## config.mk

```make
export PLATFORM = sky130hd
export DESIGN_NAME = addr_arbiter
export DESIGN_NICKNAME = d
export VERILOG_FILES = /design/src/rtl/arb_pkg.sv /design/src/rtl/rr_pick.sv /design/src/rtl/addr_arbiter.sv
export SDC_FILE = /design/constraint.sdc
export NUM_CORES = 1
export LEC_CHECK = 0
export BUFFER_PORTS_ARGS = -buffer_cell sky130_fd_sc_hd__buf_2
export CAP_MARGIN = 40
export CORE_AREA = 10 10 92 86
export CTS_BUF_LIST = sky130_fd_sc_hd__clkbuf_8 sky130_fd_sc_hd__clkbuf_16
export DETAILED_ROUTE_END_ITERATION = 16
export DIE_AREA = 0 0 102 96
export MAX_ROUTING_LAYER = met4
export PLACE_DENSITY_LB_ADDON = 0.15
export SETUP_SLACK_MARGIN = 0.05
export SLEW_MARGIN = 20
export SYNTH_ARGS = -nofsm -noshare
export SYNTH_HDL_FRONTEND = slang
export SYNTH_SLANG_ARGS = --single-unit
```

## constraint.sdc

```tcl
create_clock -name clk -period 8.9 [get_ports clk]
set_clock_uncertainty 0.1 [all_clocks]
set_input_delay 0.445 -clock clk [delete_from_list [all_inputs] [get_ports clk]]
set_output_delay 0.445 -clock clk [all_outputs]
set_load 0.005 [all_outputs]
```

## src/rtl/arb_pkg.sv

```systemverilog
`default_nettype none
// ============================================================================
//  Module      : arb_pkg
//  Description : Shared types and default constants for the round-robin
//                address arbiter and its pick helper.
//  Revision    : 1.0 - initial release
// ============================================================================
package arb_pkg;

    // Arbiter FSM: IDLE waits for any request, GRANT holds a winner
    typedef enum logic [0:0] {
        IDLE  = 1'b0,
        GRANT = 1'b1
    } arb_state_t;

    localparam int N_DEF        = 8;
    localparam int HOLD_MAX_DEF = 16;

endpackage : arb_pkg
`default_nettype wire

```

## src/rtl/rr_pick.sv

```systemverilog
`default_nettype none
// ============================================================================
//  Module      : rr_pick
//  Description : Combinational round-robin picker. Returns the first set
//                request bit searching ptr, ptr+1, ... modulo N, optionally
//                ignoring one masked index.
//  Revision    : 1.0 - initial release
// ============================================================================
module rr_pick
    import arb_pkg::*;
#(
    parameter int N      = N_DEF,
    parameter int ADDR_W = $clog2(N)
) (
    input  logic [N-1:0]      req,
    input  logic [ADDR_W-1:0] ptr,
    input  logic [ADDR_W-1:0] mask_idx,
    input  logic              mask_en,
    output logic              found,
    output logic [ADDR_W-1:0] index
);

    // Walk offsets 0..N-1 from ptr; N is a power of two so the index wraps
    // naturally in ADDR_W bits. The first eligible hit is latched by 'found'.
    always_comb begin
        logic [ADDR_W-1:0] w_idx;
        found = 1'b0;
        index = '0;
        w_idx = '0;
        for (int k = 0; k < N; k++) begin
            w_idx = ptr + ADDR_W'(k);
            if (!found && req[w_idx] && !(mask_en && (w_idx == mask_idx))) begin
                found = 1'b1;
                index = w_idx;
            end
        end
    end

endmodule : rr_pick
`default_nettype wire

```

## src/rtl/addr_arbiter.sv

```systemverilog
`default_nettype none
// ============================================================================
//  Module      : addr_arbiter
//  Description : Round-robin arbiter feeding a select decoder. Picks one
//                requester, drives address/valid, and holds the grant until
//                done, request drop, or a hold-time limit forces release.
//                Release re-arbitrates in the same edge (no bubble) with the
//                outgoing index masked off.
//  Revision    : 1.0 - initial release
// ============================================================================
module addr_arbiter
    import arb_pkg::*;
#(
    parameter int N        = N_DEF,
    parameter int ADDR_W   = $clog2(N),
    parameter int HOLD_MAX = HOLD_MAX_DEF
) (
    input  logic              clk,
    input  logic              rst_n,
    input  logic [N-1:0]      req,
    input  logic              done,
    output logic [ADDR_W-1:0] address,
    output logic              valid,
    output logic              timeout
);

    localparam int HOLD_W = $clog2(HOLD_MAX);
    localparam logic [HOLD_W-1:0] c_HOLD_LAST = HOLD_W'(HOLD_MAX - 1);

    arb_state_t        r_state;
    logic [ADDR_W-1:0] r_address;
    logic              r_valid;
    logic              r_timeout;
    logic [ADDR_W-1:0] r_ptr;
    logic [HOLD_W-1:0] r_hold_cnt;

    logic              w_rel_done;
    logic              w_rel_drop;
    logic              w_rel_hold;
    logic              w_release;
    logic              w_in_grant;
    logic [ADDR_W-1:0] w_pick_ptr;
    logic              w_found;
    logic [ADDR_W-1:0] w_winner;

    // Release conditions evaluated against the currently held grant
    assign w_in_grant = (r_state == GRANT);
    assign w_rel_done = done;
    assign w_rel_drop = ~req[r_address];
    assign w_rel_hold = (r_hold_cnt == c_HOLD_LAST);
    assign w_release  = w_rel_done | w_rel_drop | w_rel_hold;

    // In GRANT the picker only matters on release, where the new pointer is
    // address+1 and the outgoing index is excluded; in IDLE it uses ptr.
    assign w_pick_ptr = w_in_grant ? (r_address + ADDR_W'(1)) : r_ptr;

    rr_pick #(
        .N      (N),
        .ADDR_W (ADDR_W)
    ) u_pick (
        .req      (req),
        .ptr      (w_pick_ptr),
        .mask_idx (r_address),
        .mask_en  (w_in_grant),
        .found    (w_found),
        .index    (w_winner)
    );

    // Arbitration FSM with registered outputs
    always_ff @(posedge clk or negedge rst_n) begin
        if (!rst_n) begin
            r_state    <= IDLE;
            r_address  <= '0;
            r_valid    <= 1'b0;
            r_timeout  <= 1'b0;
            r_ptr      <= '0;
            r_hold_cnt <= '0;
        end else begin
            case (r_state)
                IDLE: begin
                    r_timeout <= 1'b0;
                    if (w_found) begin
                        r_address  <= w_winner;
                        r_valid    <= 1'b1;
                        r_hold_cnt <= '0;
                        r_state    <= GRANT;
                    end else begin
                        r_valid <= 1'b0;
                    end
                end
                GRANT: begin
                    if (w_release) begin
                        r_ptr     <= r_address + ADDR_W'(1);
                        // Only a pure hold-limit release counts as forced
                        r_timeout <= w_rel_hold & ~w_rel_done & ~w_rel_drop;
                        if (w_found) begin
                            r_address  <= w_winner;
                            r_valid    <= 1'b1;
                            r_hold_cnt <= '0;
                        end else begin
                            r_valid <= 1'b0;
                            r_state <= IDLE;
                        end
                    end else begin
                        r_hold_cnt <= r_hold_cnt + HOLD_W'(1);
                        r_timeout  <= 1'b0;
                    end
                end
                default: begin
                    r_state <= IDLE;
                    r_valid <= 1'b0;
                end
            endcase
        end
    end

    assign address = r_address;
    assign valid   = r_valid;
    assign timeout = r_timeout;

endmodule : addr_arbiter
`default_nettype wire

```

==> impl_metrics.env, run 1 <==
export IMPL_status="finished clean"
export IMPL_cp_slowest_stage_delay_ns=0.53
export IMPL_syn_inst=255
export IMPL_start_kind="flop"
export IMPL_hp_class="flop to flop"
export IMPL_synth_area_leader_cell="dfrtp_1"
export IMPL_io_buffers=15
export IMPL_critPathKind="flop to flop"
export IMPL_fmax_mhz=232
export IMPL_drive_gt1_share_pct=20.1
export IMPL_cts_buffer_depth=2
export IMPL_grt_usage_pct=13.6
export IMPL_drt_pass1_iterations=4
export IMPL_clk_latency_ns=0.24
export IMPL_drt_wirelength_per_cell_um=19.0
export IMPL_hold_violations=0
export IMPL_yosysWarnings=0
export IMPL_synth_area_per_cell_sq_um=8.20
export IMPL_dieArea_sq_mm=0.00979
export IMPL_ios=16
export IMPL_synth_cell_types=66
export IMPL_fin_setup_tns_ns=0
export IMPL_tritoncts="done"
export IMPL_slew_viol_final=0
export IMPL_antennaDiodeCount=0
export IMPL_num_rows=27
export IMPL_core_area_sq_mm=0.00601
export IMPL_synth_seq_cells=13
export IMPL_synth_edff_count=0
export IMPL_crit_required_ns=8.98
export IMPL_cp_max_fo=9
export IMPL_grt_pass1_vias=1938
export IMPL_slowest_stage="dfrtp_1"
export IMPL_final_cell_mix="29 x nand2_1, 20 x mux2i_1, 17 x nor2_1, 17 x o21ai_0"
export IMPL_slew_limit_headroom_pct=59.5
export IMPL_crit_path_frequent_cell="ha_1"
export IMPL_start_util_pct=34.8
export IMPL_antenna_found_initial=0
export IMPL_cts_setup_buffers=0
export IMPL_gr_total_overflow=0
export IMPL_layout_min_cycle_time_ns=4.31
export IMPL_wirelength_um=6280
export IMPL_cts_root_buffer="clkbuf_8"
export IMPL_place_congestion=0.878
export IMPL_clkSinkCount=13
export IMPL_async_flop_share_pct=100
export IMPL_rsz0062_at_grt="no"
export IMPL_cts_buffers=3
export IMPL_dr_total_vias=2000
export IMPL_worstPathCellList="ha_1 -> a21oi_1 -> inv_1 -> ha_1 -> mux2_2 -> mux4_2 -> o21ai_1 -> nand3_2 -> nor3b_4 -> or2b_4 -> a22o_1"
export IMPL_clkTransAtPathRegs_ns=0.06
export IMPL_cts_max_level=1
export IMPL_die_x_um=102
export IMPL_arrival_ns=4.39
export IMPL_grt_max_degree=32
export IMPL_period_share_pct=48.4
export IMPL_syn_area_sq_mm=0.00209
export IMPL_final_nets=275
export IMPL_synthTopCellsByArea="dfrtp_1 16%, mux2i_1 9.6%, mux2_2 5.4%"
export IMPL_final_common_cell="nand2_1"
export IMPL_final_antenna_net_count=0
export IMPL_ys_seq_area_share_pct=15.6
export IMPL_hpwlAfterDp_um=4780
export IMPL_die_h_um=96
export IMPL_avgViaCountPerCell=6.04
export IMPL_synth_nets=270
export IMPL_yosys_area_top_type_share_pct=15.6
export IMPL_drt_iter0_markers=199
export IMPL_drc=0
export IMPL_finalSetupViolations=0
export IMPL_tightest_slew_ns=0.608
export IMPL_synthFlopType="dfrtp_1"
export IMPL_areaGrowthSynthToFinish_pct=5.57
export IMPL_endpoint_kind="flop"
export IMPL_max_cap_violations=0
export IMPL_grt_pass1_wl_um=10400
per-stage QoR:
stage | worst slack (ns) | hold slack, ns | cell area [sq um] | std cells | util [%]
after floorplan | 5.39 | 0.0494 | 2090 | 255 | -
after global routing | 4.28 | 0.403 | 2210 | 331 | 36.7
after detailed placement | 4.64 | 0.259 | 2150 | 326 | 35.8
after global placement | 4.76 | 0.258 | 2140 | 325 | 35.6
final | 4.59 | 0.392 | 2210 | 331 | 36.7
after CTS | 4.63 | 0.394 | 2210 | 331 | 36.7
layout make-up:
cell class | count | area (sq um)
clock buffer | 3 | 41.3
tap | 72 | 90.1
sequential | 13 | 325
fill | 632 | 3810
clock inverter | 1 | 5.00
inverter | 6 | 22.5
multi-input combinational | 218 | 1620
timing repair buffer | 18 | 100
sequential cells by signal, indices dropped and copies added, names as in the netlist:
register / count
address: 3
r_hold_cnt: 4
r_ptr: 3
r_state: 1
timeout: 1
valid: 1
metal layers:
layer / wire (um) / part of all wire, % / track usage [%] / up-vias
met2: 2760 / 44 / 20.1 / 78
met1: 2990 / 48 / 19.1 / 948
met4: 46 / 0.73 / 2.23 / 0
li1: - / - / - / 968
met3: 489 / 7.8 / 2.36 / 6
met5: 0 / 0 / - / -
logic make-up after synthesis:
group,synth area share [%]
compound gates,24.6
xor+xnor,5.75
fa+ha+maj,2.39
buf+inv,6.82
flops,15.6
mux,20.0
simple gates,24.9
critical path, delay by kind of cell (launching register included):
family                     cells  cell delay [ns]
AOI/OAI and AO/OA              3             0.86
adders and majority gates      2             0.97
buffers and inverters          1             0.22
DFF                            1             0.53
muxes                          2             0.87
and+or+nand+nor                3             0.70
final timing paths:
path                                 start             to  slack [ns]  cells after the start
worst max-delay path            address[0]     address[2]        4.59                     11
worst min-delay path                 valid          valid        0.39                      1
worst max register to register  address[0]     address[2]        4.59                     11
worst min register to register       valid          valid        0.39                      1
max in group asynchronous            rst_n       r_ptr[1]        7.93                      2
min in group asynchronous            rst_n  r_hold_cnt[2]        0.53                      2
synth_stat cells (3+ instances only):
master	instances
and2_1	3
mux4_2	3
nor2_1	17
a21oi_1	10
dfrtp_1	13
xnor2_1	3
nand2_1	29
a22o_1	3
nor4_1	6
and3_1	3
o2bb2ai_1	3
nand2b_1	3
o22ai_1	3
buf_2	4
xnor2_2	3
inv_1	5
mux2_2	10
a22oi_1	5
mux2i_1	20
clkbuf_1	6
o21ai_0	17
buf_6	4
nor3b_1	3
o211ai_1	4
nand3_1	15
a211oi_1	3
ha_1	4
nor2b_1	6
repair_timing:
action	in CTS	in global routing
hold buffers	1	0
hold endpoints to repair	13	0
gates resized for setup	0	0
Power of run 1 is not shown: default switching activity piles up to over one toggle a cycle in this logic, so the estimate is an artifact.
==> run 2, diff against run 1 <==
- clock period: 8.9 -> 4.05 ns (I/O delays scaled with it)
==> run 2 against run 1 <==
Setup slack got worse by 4.2 ns; first-iteration DRC count fell by 17%; via count fell by 0.20%; hold slack got worse by 0.15 ns; wire length fell by 3.0%; utilization rose by 0.62 points; global-route usage fell by 0.51 points; die area did not move; non-clock buffer count rose by 5; cell area rose by 1.7%; maximum frequency rose by 17%; highest routed layer unchanged.
==> impl_metrics.env, run 2 (synthesis results as in run 1) <==
export IMPL_wirelength_um=6090
export IMPL_critPathKind="flop to flop"
export IMPL_cp_slowest_stage_delay_ns=0.48
export IMPL_grt_usage_pct=13.1
export IMPL_layout_min_cycle_time_ns=3.68
export IMPL_tritoncts="done"
export IMPL_finalSetupViolations=0
export IMPL_final_common_cell="nand2_1"
export IMPL_use_met1_pct=18.4
export IMPL_clk_latency_ns=0.24
export IMPL_antennaDiodeCount=0
export IMPL_crit_start="address[0]"
export IMPL_arrival_ns=3.74
export IMPL_core_area_sq_mm=0.00601
export IMPL_grt_use_met2_pct=19.1
export IMPL_clkTransAtPathRegs_ns=0.06
export IMPL_fin_setup_tns_ns=0
export IMPL_gr_total_overflow=0
export IMPL_max_cap_violations=0
export IMPL_start_kind="flop"
export IMPL_reg2regPathDepth=11
export IMPL_areaGrowthSynthToFinish_pct=7.36
export IMPL_grt_max_degree=20
export IMPL_final_cell_mix="29 x nand2_1, 20 x mux2i_1, 17 x nor2_1, 17 x o21ai_0"
export IMPL_crit_path_frequent_cell="ha_1"
export IMPL_timing_rr_end="address[0]"
export IMPL_cts_buffers=3
export IMPL_cp_max_fo=8
export IMPL_antenna_found_initial=0
export IMPL_dieArea_sq_mm=0.00979
export IMPL_setup_ws_ns=0.373
export IMPL_slowest_stage="ha_1"
export IMPL_grt_pass1_wl_um=10100
export IMPL_cts_buffer_depth=2
export IMPL_period_share_pct=90.8
export IMPL_start_util_pct=34.8
export IMPL_drc=0
export IMPL_ctsResizeCount=0
export IMPL_worstPathCellList="ha_1 -> a21oi_1 -> inv_1 -> ha_1 -> mux2_2 -> mux4_2 -> o21ai_1 -> nand3_2 -> nor3b_4 -> or2b_4 -> o2bb2ai_1"
export IMPL_clkSinkCount=13
export IMPL_r2r_slack_ns=0.37
export IMPL_final_nets=280
export IMPL_cts_max_level=1
export IMPL_dr_total_vias=1996
export IMPL_slew_limit_headroom_pct=64.8
export IMPL_grt_pass1_vias=1920
export IMPL_rsz0062_at_grt="no"
export IMPL_r2r_start="address[0]"
export IMPL_endpoint_kind="flop"
export IMPL_final_antenna_net_count=0
export IMPL_crit_end="address[0]"
export IMPL_drive_gt1_share_pct=21.6
export IMPL_io_buffers=15
export IMPL_final_cell_area_sq_mm=0.00224
export IMPL_place_congestion=0.942
export IMPL_drt_wirelength_per_cell_um=18.1
export IMPL_avgViaCountPerCell=5.94
export IMPL_ios=16
export IMPL_slew_viol_final=0
export IMPL_cts_root_buffer="clkbuf_8"
export IMPL_use_met3_pct=2.15
export IMPL_num_rows=27
export IMPL_busiest_layer="met2"
export IMPL_fmax_mhz=272
export IMPL_cts_setup_buffers=0
export IMPL_status="finished clean"
export IMPL_largest_reg_flops=4
export IMPL_crit_required_ns=4.11
export IMPL_tightest_slew_ns=0.514
export IMPL_hpwlAfterDp_um=4710
export IMPL_drt_pass1_iterations=4
export IMPL_place_area_sq_mm=0.00219
export IMPL_dpl_worst_slack_ns=0.384
export IMPL_die_h_um=96
export IMPL_largest_register="r_hold_cnt"
export IMPL_hp_class="primary input to flop"
export IMPL_die_x_um=102
export IMPL_hold_violations=0
export IMPL_drt_iter0_markers=166
run 2: cell types whose count changed in the layout (fill, tap and decap cells not counted):
cell and change:
buf_4 +5
run 2: critical path, delay by kind of cell (launching register included):
family                   cells  cell delay, ns
AO/OA/AOI/OAI                3            0.56
multiplexers                 2            0.86
AND/OR/NAND/NOR              3            0.70
buffers and inverters        1            0.13
flip-flops                   1            0.38
adder cells (fa/ha/maj)      2            0.87
run 2: repair_timing:
action	CTS	global route
hold buffers	1	0
setup endpoints to repair	0	0
hold endpoints to repair	13	0
run 2: metrics by stage:
step           instances  util (%)  hold WS [ns]
3_5_place_dp         331      36.4       0.00893
2_1_floorplan        255         -        -0.193
5_1_grt              336      37.3         0.285
6_report             336      37.3         0.242
3_3_place_gp         331      36.4       0.00795
4_1_cts              336      37.3         0.234
run 2: worst min-delay path by stage:
stage | from | end | slack, ns | cells past startpoint
5_1_grt | done | timeout | 0.29 | 4
6_report | done | timeout | 0.24 | 4
4_1_cts | done | timeout | 0.23 | 4
2_1_floorplan | rst_n | address[0] | -0.19 | 0
3_5_place_dp | rst_n | r_hold_cnt[1] | 0.009 | 1
3_3_place_gp | rst_n | r_hold_cnt[1] | 0.008 | 1
run 2: metal layers:
layer	routed length, um	share of wire [%]
met1	3100	51
met3	276	4.5
met2	2640	43
met4	74	1.2
met5	0	0
run 2: cell type report:
class / instances / area, sq um
Tap cell: 72 / 90.1
Sequential cell: 13 / 325
Multi-Input combinational cell: 218 / 1620
Timing Repair Buffer: 23 / 138
Clock buffer: 3 / 41.3
Fill cell: 641 / 3770
Clock inverter: 1 / 5.00
Inverter: 6 / 22.5
Power of run 2 is left out for the same reason.
==> run 3, diff against run 2 <==
- RECOVER_POWER: default -> 25
- REMOVE_ABC_BUFFERS: default -> 1
==> run 3 against run 2 <==
Via count rose by 0.90%; first-iteration DRC count fell by 9.0%; cell count rose by 0.30%; largest cell class unchanged; register-to-register slack got worse by 0.03 ns.
==> impl_metrics.env, run 3 (synthesis results as in run 1) <==
export IMPL_cts_root_buffer="clkbuf_8"
export IMPL_endpoint_kind="flop"
export IMPL_dieArea_sq_mm=0.00979
export IMPL_place_area_sq_mm=0.00220
export IMPL_antennaDiodeCount=0
export IMPL_clkSinkCount=13
export IMPL_slew_limit_headroom_pct=53.0
export IMPL_cts_hold_buf=1
export IMPL_dr_total_vias=2014
export IMPL_layout_min_cycle_time_ns=3.70
export IMPL_crit_start="address[0]"
export IMPL_dpl_worst_slack_ns=0.361
export IMPL_crit_required_ns=4.11
export IMPL_max_cap_violations=0
export IMPL_r2r_start="address[0]"
export IMPL_drive_gt1_share_pct=21.5
export IMPL_slew_viol_final=0
export IMPL_grt_max_degree=19
export IMPL_final_cell_mix="29 x nand2_1, 20 x mux2i_1, 17 x nor2_1, 17 x o21ai_0, 15 x nand3_1"
export IMPL_cts_max_level=1
export IMPL_hold_violations=0
export IMPL_clkTransAtPathRegs_ns=0.06
export IMPL_setup_ws_ns=0.347
export IMPL_place_congestion=0.897
export IMPL_register_area_sq_um=325
export IMPL_ctsResizeCount=0
export IMPL_ios=16
export IMPL_tritoncts="done"
export IMPL_avgViaCountPerCell=5.98
export IMPL_largest_reg_flops=4
export IMPL_finalSetupViolations=0
export IMPL_final_antenna_net_count=0
export IMPL_status="finished clean"
export IMPL_grt_usage_pct=12.8
export IMPL_die_x_um=102
export IMPL_tightest_slew_ns=0.704
export IMPL_drt_pass1_iterations=5
export IMPL_grt_pass1_wl_um=9890
export IMPL_rsz0062_at_grt="no"
export IMPL_drt_wirelength_per_cell_um=17.9
export IMPL_final_cell_area_sq_mm=0.00225
export IMPL_start_util_pct=34.8
export IMPL_arrival_ns=3.76
export IMPL_holdCritStartpoint="done"
export IMPL_gr_total_overflow=0
export IMPL_die_h_um=96
export IMPL_final_nets=281
export IMPL_num_rows=27
export IMPL_final_util_pct=37.4
export IMPL_cts_buffers=3
export IMPL_clk_latency_ns=0.24
export IMPL_areaGrowthSynthToFinish_pct=7.66
export IMPL_io_buffers=15
export IMPL_fillerInstances=649
export IMPL_hp_class="primary input to flop"
export IMPL_hpwlAfterDp_um=4770
export IMPL_cp_max_fo=8
export IMPL_wirelength_um=6040
export IMPL_antenna_found_initial=0
export IMPL_core_area_sq_mm=0.00601
export IMPL_start_kind="flop"
export IMPL_cts_buffer_depth=2
export IMPL_drc=0
export IMPL_multi_input_area_sq_mm=0.00162
export IMPL_largest_register="r_hold_cnt"
export IMPL_grt_pass1_vias=1896
export IMPL_cts_setup_buffers=0
export IMPL_fmax_mhz=270
export IMPL_critPathKind="flop to flop"
export IMPL_final_common_cell="nand2_1"
export IMPL_drt_iter0_markers=151
export IMPL_period_share_pct=91.4
export IMPL_fin_setup_tns_ns=0
## run 3: stage by stage
| step | instances | hold slack [ns] |
|---|---|---|
| finish | 337 | 0.252 |
| global placement | 332 | 0.00820 |
| CTS | 337 | 0.248 |
| floorplan | 237 | -0.193 |
| global route | 337 | 0.295 |
| detailed placement | 332 | 0.00501 |
## run 3: final timing paths
check	cells after the start	slack (ns)	endpoint
setup / recovery	11	0.35	address[0]
hold / removal	4	0.25	timeout
setup reg to reg	11	0.35	address[0]
hold reg to reg	1	0.39	valid
max in group asynchronous	2	2.98	r_ptr[1]
min in group asynchronous	2	0.42	r_hold_cnt[2]
## run 3: worst max-delay path, cell delays in order, from the launching register on
cell       delay, ns
dfrtp_1         0.38
ha_1            0.38
a21oi_1         0.20
inv_1           0.13
ha_1            0.48
mux2_2          0.40
mux4_2          0.46
o21ai_1         0.22
nand3_2         0.18
nor3b_4         0.35
or2b_4          0.20
o2bb2ai_1       0.12
## run 3: cell type report
cell class	instances	area share [%]
Inverter	6	1.00
Sequential cell	13	14.5
Multi-Input combinational cell	218	72.1
Clock inverter	1	0.222
Tap cell	72	4.00
Timing Repair Buffer	24	6.39
Clock buffer	3	1.83
## run 3: per-layer routing
metal	routed length (um)	track usage (%)
met1	2970	17.9
met2	2680	19.4
met3	367	2.29
met4	26	1.17
met5	0	-
Power of run 3 is left out for the same reason.
